--- src/rtl/ev_pkg.sv ---
// Shared types and field layout for the packed 8-bit event word.
// Used by both the transmit encoder and the receive side.
package ev_pkg;

  typedef struct packed {
    logic       p;
    logic [1:0] t;
    logic [1:0] y;
    logic [1:0] x;
  } ev_entry_t;

  localparam int ENTRY_W = $bits(ev_entry_t);

  localparam int X_LSB = 0;
  localparam int Y_LSB = 2;
  localparam int T_LSB = 4;
  localparam int P_LSB = 6;

  localparam logic [1:0] P_ON = 2'b11;

  typedef enum logic [1:0] {
    IDLE,
    SEND,
    GAP
  } state_t;

  // OFF events still go out, but with the polarity field cleared so the
  // downstream output gate stays closed for them.
  function automatic logic [7:0] pack_word(ev_entry_t e);
    logic [7:0] w;
    w = '0;
    w[P_LSB +: 2] = e.p ? P_ON : 2'b00;
    w[T_LSB +: 2] = e.t;
    w[Y_LSB +: 2] = e.y;
    w[X_LSB +: 2] = e.x;
    return w;
  endfunction

endpackage

--- src/rtl/ev_fifo.sv ---
// Synchronous FIFO with occupancy-based full/empty detection.
// DEPTH must be a power of two so the pointers wrap naturally.
module ev_fifo #(
  parameter int DEPTH = 4,
  parameter int WIDTH = 7
) (
  input  logic                     clk,
  input  logic                     rst_n,
  input  logic                     push,
  input  logic                     pop,
  input  logic [WIDTH-1:0]         wdata,
  output logic [WIDTH-1:0]         rdata,
  output logic                     full,
  output logic                     empty,
  output logic [$clog2(DEPTH):0]   level
);

  localparam int PTR_W = $clog2(DEPTH);
  localparam int LVL_W = PTR_W + 1;

  logic [WIDTH-1:0] mem_q [DEPTH];
  logic [PTR_W-1:0] wr_ptr_q, wr_ptr_d;
  logic [PTR_W-1:0] rd_ptr_q, rd_ptr_d;
  logic [LVL_W-1:0] level_q, level_d;
  logic             do_push;
  logic             do_pop;

  assign full    = (level_q == LVL_W'(DEPTH));
  assign empty   = (level_q == '0);
  assign level   = level_q;
  assign rdata   = mem_q[rd_ptr_q];
  assign do_push = push && !full;
  assign do_pop  = pop && !empty;

  always_comb begin
    // NOTE: every output of this block gets a default first, so no path leaves one unassigned and no latch is inferred.
    wr_ptr_d = wr_ptr_q;
    rd_ptr_d = rd_ptr_q;
    level_d  = level_q;
    if (do_push) wr_ptr_d = wr_ptr_q + PTR_W'(1);
    if (do_pop)  rd_ptr_d = rd_ptr_q + PTR_W'(1);
    case ({do_push, do_pop})
      2'b10:   level_d = level_q + LVL_W'(1);
      2'b01:   level_d = level_q - LVL_W'(1);
      default: level_d = level_q;
    endcase
  end

  always_ff @(posedge clk or posedge rst_n) begin
    // NOTE: registers update with <= so every flop samples pre-edge values regardless of statement order.
    if (rst_n) begin
      wr_ptr_q <= '0;
      rd_ptr_q <= '0;
      level_q  <= '0;
    end else begin
      wr_ptr_q <= wr_ptr_d;
      rd_ptr_q <= rd_ptr_d;
      level_q  <= level_d;
    end
  end

  // NOTE: storage is not reset; level_q guards every read, so stale contents are never observed.
  always_ff @(posedge clk) begin
    if (do_push) mem_q[wr_ptr_q] <= wdata;
  end

endmodule

--- src/rtl/event_stream_encoder.sv ---
// Timestamps sensor events, buffers them and emits paced 8-bit words
// onto the packed event bus; idle and gap cycles carry 8'h00.
module event_stream_encoder
  import ev_pkg::*;
#(
  parameter int FIFO_DEPTH = 4,
  parameter int TICK_DIV   = 8,
  parameter int MIN_GAP    = 1
) (
  input  logic                          clk,
  input  logic                          rst_n,
  input  logic                          en,
  input  logic                          ev_valid,
  output logic                          ev_ready,
  input  logic [1:0]                    ev_x,
  input  logic [1:0]                    ev_y,
  input  logic                          ev_p,
  output logic [7:0]                    out_word,
  output logic                          out_valid,
  output logic [$clog2(FIFO_DEPTH):0]   fifo_level,
  output logic [7:0]                    drop_cnt
);

  localparam int PRESC_W = (TICK_DIV > 1) ? $clog2(TICK_DIV) : 1;
  localparam int GAP_W   = (MIN_GAP > 1) ? $clog2(MIN_GAP) : 1;

  logic [PRESC_W-1:0] presc_q, presc_d;
  logic [1:0]         tick_q, tick_d;
  logic [7:0]         drop_cnt_q, drop_cnt_d;
  logic [GAP_W-1:0]   gap_q, gap_d;
  logic [7:0]         out_word_q, out_word_d;
  logic               out_valid_q, out_valid_d;
  state_t             state_q, state_d;

  logic               fifo_push;
  logic               fifo_pop;
  logic               fifo_full;
  logic               fifo_empty;
  logic [ENTRY_W-1:0] fifo_wdata;
  logic [ENTRY_W-1:0] fifo_rdata;
  ev_entry_t          head;

  // No bypass: a pop in the same cycle does not free a slot for the push.
  assign ev_ready   = en && !fifo_full;
  assign fifo_push  = ev_valid && ev_ready;
  assign fifo_wdata = {ev_p, tick_q, ev_y, ev_x};
  assign head       = fifo_rdata;

  assign out_word   = out_word_q;
  assign out_valid  = out_valid_q;
  assign drop_cnt   = drop_cnt_q;

  ev_fifo #(
    .DEPTH (FIFO_DEPTH),
    .WIDTH (ENTRY_W)
  ) u_fifo (
    .clk   (clk),
    .rst_n (rst_n),
    .push  (fifo_push),
    .pop   (fifo_pop),
    .wdata (fifo_wdata),
    .rdata (fifo_rdata),
    .full  (fifo_full),
    .empty (fifo_empty),
    .level (fifo_level)
  );

  // Timestamp base runs regardless of en so t stays tied to wall time.
  always_comb begin
    presc_d = presc_q + PRESC_W'(1);
    tick_d  = tick_q;
    if (presc_q == PRESC_W'(TICK_DIV - 1)) begin
      presc_d = '0;
      tick_d  = tick_q + 2'd1;
    end
  end

  always_comb begin
    drop_cnt_d = drop_cnt_q;
    if (ev_valid && en && fifo_full && (drop_cnt_q != 8'hFF)) begin
      drop_cnt_d = drop_cnt_q + 8'd1;
    end
  end

  always_comb begin
    state_d     = state_q;
    gap_d       = gap_q;
    out_word_d  = 8'h00;
    out_valid_d = 1'b0;
    fifo_pop    = 1'b0;
    case (state_q)
      IDLE: begin
        if (en && !fifo_empty) begin
          fifo_pop    = 1'b1;
          out_word_d  = pack_word(head);
          out_valid_d = 1'b1;
          state_d     = SEND;
        end
      end
      SEND: begin
        gap_d   = GAP_W'(MIN_GAP - 1);
        state_d = GAP;
      end
      GAP: begin
        if (gap_q == '0) state_d = IDLE;
        else             gap_d   = gap_q - GAP_W'(1);
      end
      default: state_d = IDLE;
    endcase
  end

  always_ff @(posedge clk or posedge rst_n) begin
    if (rst_n) begin
      presc_q     <= '0;
      tick_q      <= '0;
      drop_cnt_q  <= '0;
      gap_q       <= '0;
      out_word_q  <= 8'h00;
      out_valid_q <= 1'b0;
      state_q     <= IDLE;
    end else begin
      presc_q     <= presc_d;
      tick_q      <= tick_d;
      drop_cnt_q  <= drop_cnt_d;
      gap_q       <= gap_d;
      out_word_q  <= out_word_d;
      out_valid_q <= out_valid_d;
      state_q     <= state_d;
    end
  end

endmodule

--- config.mk ---
export PLATFORM = sky130hd
export DESIGN_NAME = event_stream_encoder
export DESIGN_NICKNAME = d
export VERILOG_FILES = /design/src/rtl/ev_pkg.sv /design/src/rtl/ev_fifo.sv /design/src/rtl/event_stream_encoder.sv
export SDC_FILE = /design/constraint.sdc
export NUM_CORES = 1
export LEC_CHECK = 0
export ABC_AREA = 1
export CAP_MARGIN = 10
export CORE_ASPECT_RATIO = 1.4
export CORE_UTILIZATION = 27
export CTS_BUF_LIST = sky130_fd_sc_hd__clkbuf_8 sky130_fd_sc_hd__clkbuf_16
export CTS_CLUSTER_DIAMETER = 100
export DETAILED_ROUTE_END_ITERATION = 16
export PLACE_DENSITY = 0.54
export SYNTH_ARGS = -nofsm -noshare
export SYNTH_HDL_FRONTEND = slang
export SYNTH_SLANG_ARGS = --single-unit
--- constraint.sdc ---
create_clock -name clk -period 2.32 [get_ports clk]
set_input_delay 0.464 -clock clk [delete_from_list [all_inputs] [get_ports clk]]
set_output_delay 0.464 -clock clk [all_outputs]
set_load 0.05 [all_outputs]
==> metrics.md <==
| Metric | Value |
|---|---|
| Outcome | `complete, no violations` |
| Leakage | `between 1 and 1.5 nW` |
| Max cap viols | `0` |
| Worst path required time | `1.86 ns` |
| Clock Skew | `~0.0067 ns` |
| Vias | `1621` |
| Switching Share | `0.3595` |
| Nets | `289` |
| Number of cell rows | `41` |
| Largest net degree at the start of global routing | `31` |
| DRT Wirelength | `4.448 mm` |
| Placed inst area | `2940 sq um` |
| Syn Std Cell Area | `2497 sq um` |
| Vias in the first global route | `1579` |
| FF-to-FF setup slack | `~0.5 ns` |
| DIE WIDTH | `83.28 um` |
| Routed wl met3 | `148 um` |
| Routed met1 length | `~1.8 mm` |
| Clock-pin slew on the worst setup and hold paths | `around 0.05 ns` |
| DRT iter0 DRCs | `a little under 60` |
| Synth Area per Inst | `10.86 sq um` |
| Drt drc | `0` |
| Cell count after synthesis | `230` |
| Switching pwr | `approximately 1.5 mW` |
| CP Launch Type | `flop` |
| Placed insts | `367` |
| Final Max Tran Viols | `0` |
| Sink Count | `58` |
| Layout cells sized above 1 | `0.1341` |
| Final Cycle Share | `0.9080` |
| RSZ-0062 raised after global routing | `no` |
| CTS tree | `yes` |
| Seq pwr share | `0.344` |
| Ant diodes | `0` |
| Worst setup path endpoint | `drop_cnt[2]` |
| Register bit count reported by yosys | `58` |
| Min-delay worst type | `reg2reg` |
| Leading cell type in the layout, fill and taps excluded | `nor2_1` |
| Internal Power | `2.755 mW` |
| Reg2reg end | `u_fifo.level[2]$_DFFE_PP0P_` |
| Mapped Nets | `248` |
| Area Overhead vs Synth | `30.56%` |
| Starting density of the core | `0.2782` |
| Critical path class | `reg2out` |
| Setup TNS | `0 ns` |
| Overall routing resource usage | `0.1052` |
| Clock share of power | `0.324` |
| Top routing layer in use | `met4` |
| Critical path's slowest cell | `clkdlybuf4s50_1` |
| Largest family of logic cells by synthesized area | `simple AND/OR/NAND/NOR gates` |
| Slew at the pin with the worst max-slew slack | `approximately 0.56 ns` |
| DP Wirelength | `3.035 mm` |
| Comb power frac | `0.332` |
| Remaining antenna violation count | `0` |
| Reg2Reg Depth | `9` |
| CP Max Fanout | `7` |
| Grt total ovfl | `0` |
| Setup ws final | `about 0.21 ns` |
| Max frequency | `0.4747 GHz` |
| IO Count | `30` |
| GP Congestion | `0.7586` |
| Met2 WL | `2.400 mm` |
| Die footprint | `9643 sq um` |
| Core Region | `8977 sq um` |
| First-pass GRT wire length | `7.555 mm` |
| Simple-gate share of the synthesized area | `0.1678` |
| Post-Synth Adder-Cell Area | `0.04810` |
| Max IR drop VDD | `0.0005254 V` |
| Crit path time final | `2.107 ns` |
| CTS resizes | `0` |
| Sequential share of the synthesized area | `0.6373` |
| Fin. Hold Viols | `0` |
| Clock Tree Root | `clkbuf_16` |
| Setup Viol. Count Final | `0` |
| Pre-CTS setup slack | `0.06177 ns` |
| Initial antenna violation count | `0` |
| Htree depth | `3` |
| CTS Hold Buffers Added | `0` |
| Arr. time, crit path | `1.64 ns` |
| CP Depth | `1` |
| Routed WL per cell | `between 10 and 15 um` |
| Number of buffers created by CTS | `9` |
| Crit path capture type | `primary output` |
| Pre-antenna DRT Iters | `4` |
| Yosys warning count | `0` |
| CTS max path bufs | `2` |
| Worst-path cell chain | `clkdlybuf4s50_1` |
| Xor/xnor cell area share of the yosys netlist | `0.03507` |
| Die Y | `about 120 um` |
| Synth Area in Compound Gates | `0.05411` |
| Crit path max-delay family | `buffers and inverters` |
| Most frequent cells in the layout | `nor2_1 (42), nand2_1 (35), dfrtp_1 (30)` |
| Yosys cell types | `25` |
| Final instance area | `between 3000 and 4000 sq um` |
| Post-synthesis mux area share | `0` |
| Via-per-instance ratio | `4.232` |
| CP max stage delay | `roughly 0.85 ns` |
| Slew margin rel. | `0.6245` |
| Pwr per Cell Area | `1319 nW/um^2` |
| Non-filler cells in the finished layout | `383` |
| Worst skew pair latency | `0.32 ns` |
| Critical path buffer and inverter count | `1` |
| RR Startpoint | `u_fifo.level[0]$_DFFE_PP0P_` |
| Port Buffer Count | `29` |
| # Post-CTS Setup Buffers | `0` |
| Worst Setup SP | `drop_cnt[2]$_DFFE_PP0P_` |
-- cell type report --
cell class | instances | area [sq um]
fill | 846 | 5717
timing repair buffer | 36 | 352.8
tap | 107 | 133.9
sequential | 58 | 1592
multi-input combinational | 140 | 762.0
clock buffer | 10 | 239.0
inverter | 26 | 100.1
clock inverter | 6 | 81.33
-- power groups by stage --
stage	clock network, mW	registers, mW	logic (mW)
2_1_floorplan	0	1.79	0.727
3_3_place_gp	0	1.50	1.43
3_5_place_dp	0	1.50	1.44
4_1_cts	1.42	1.48	1.45
5_1_grt	1.45	1.52	1.57
6_report	1.39	1.48	1.43
-- cell families (layout without fill, tap and decap cells) --
logic type                 count (synthesis)  after routing
xor gates and xnor gates                  10             10
buffers and inverters                     32             78
DFF                                       58             58
AOI/OAI and AO/OA                         27             27
adders and majority gates                  9              9
and+or+nand+nor                           94             94
-- state kept, by name, summed over array words and instances (netlist names) --
name	flops
u_fifo.mem_q	28
drop_cnt	8
out_word	7
presc_q	3
u_fifo.level	3
state_q	2
tick_q	2
u_fifo.rd_ptr_q	2
u_fifo.wr_ptr_q	2
out_valid	1
-- cell usage after synthesis, drive strengths merged --
library cell,count,area share
and2,1,0.0025
fa,1,0.0080
edfxtp,28,0.34
inv,25,0.039
buf,6,0.018
clkinv,1,0.0015
nor2,44,0.072
nand3,9,0.026
xor2,5,0.018
dfrtp,30,0.30
nand2,39,0.065
xnor2,5,0.018
ha,8,0.040
o21ai,18,0.036
or2,1,0.0025
a21oi,9,0.018
-- worst min-delay path by stage --
stage / start / endpoint / slack [ns] / cells after the start
after floorplan: state_q[1]$_DFFE_PP0P_ / state_q[1]$_DFFE_PP0P_ / 0.40 / 1
after global placement: state_q[1]$_DFFE_PP0P_ / state_q[1]$_DFFE_PP0P_ / 0.42 / 1
after detailed placement: state_q[1]$_DFFE_PP0P_ / state_q[1]$_DFFE_PP0P_ / 0.42 / 1
after CTS: presc_q[0]$_DFF_PP0_ / presc_q[0]$_DFF_PP0_ / 0.43 / 1
after global routing: presc_q[0]$_DFF_PP0_ / presc_q[0]$_DFF_PP0_ / 0.44 / 1
final: presc_q[0]$_DFF_PP0_ / presc_q[0]$_DFF_PP0_ / 0.42 / 1
-- metal layers --
| layer | global-route usage | vias up |
|---|---|---|
| met5 | 0 | - |
| met4 | 0.07931 | 0 |
| met3 | 0.02778 | 7 |
| met2 | 0.1896 | 17 |
| met1 | 0.1040 | 777 |
| li1 | - | 820 |
-- through the flow --
step / utilization / power [mW] / hold WS (ns)
floorplan: - / 2.521 / 0.4009
global placement: 0.3275 / 2.923 / 0.4157
detailed placement: 0.3275 / 2.944 / 0.4166
CTS: 0.3632 / 4.347 / 0.4253
global route: 0.3632 / 4.540 / 0.4402
finish: 0.3632 / 4.301 / 0.4220
Power figures use the tool's default switching activity.
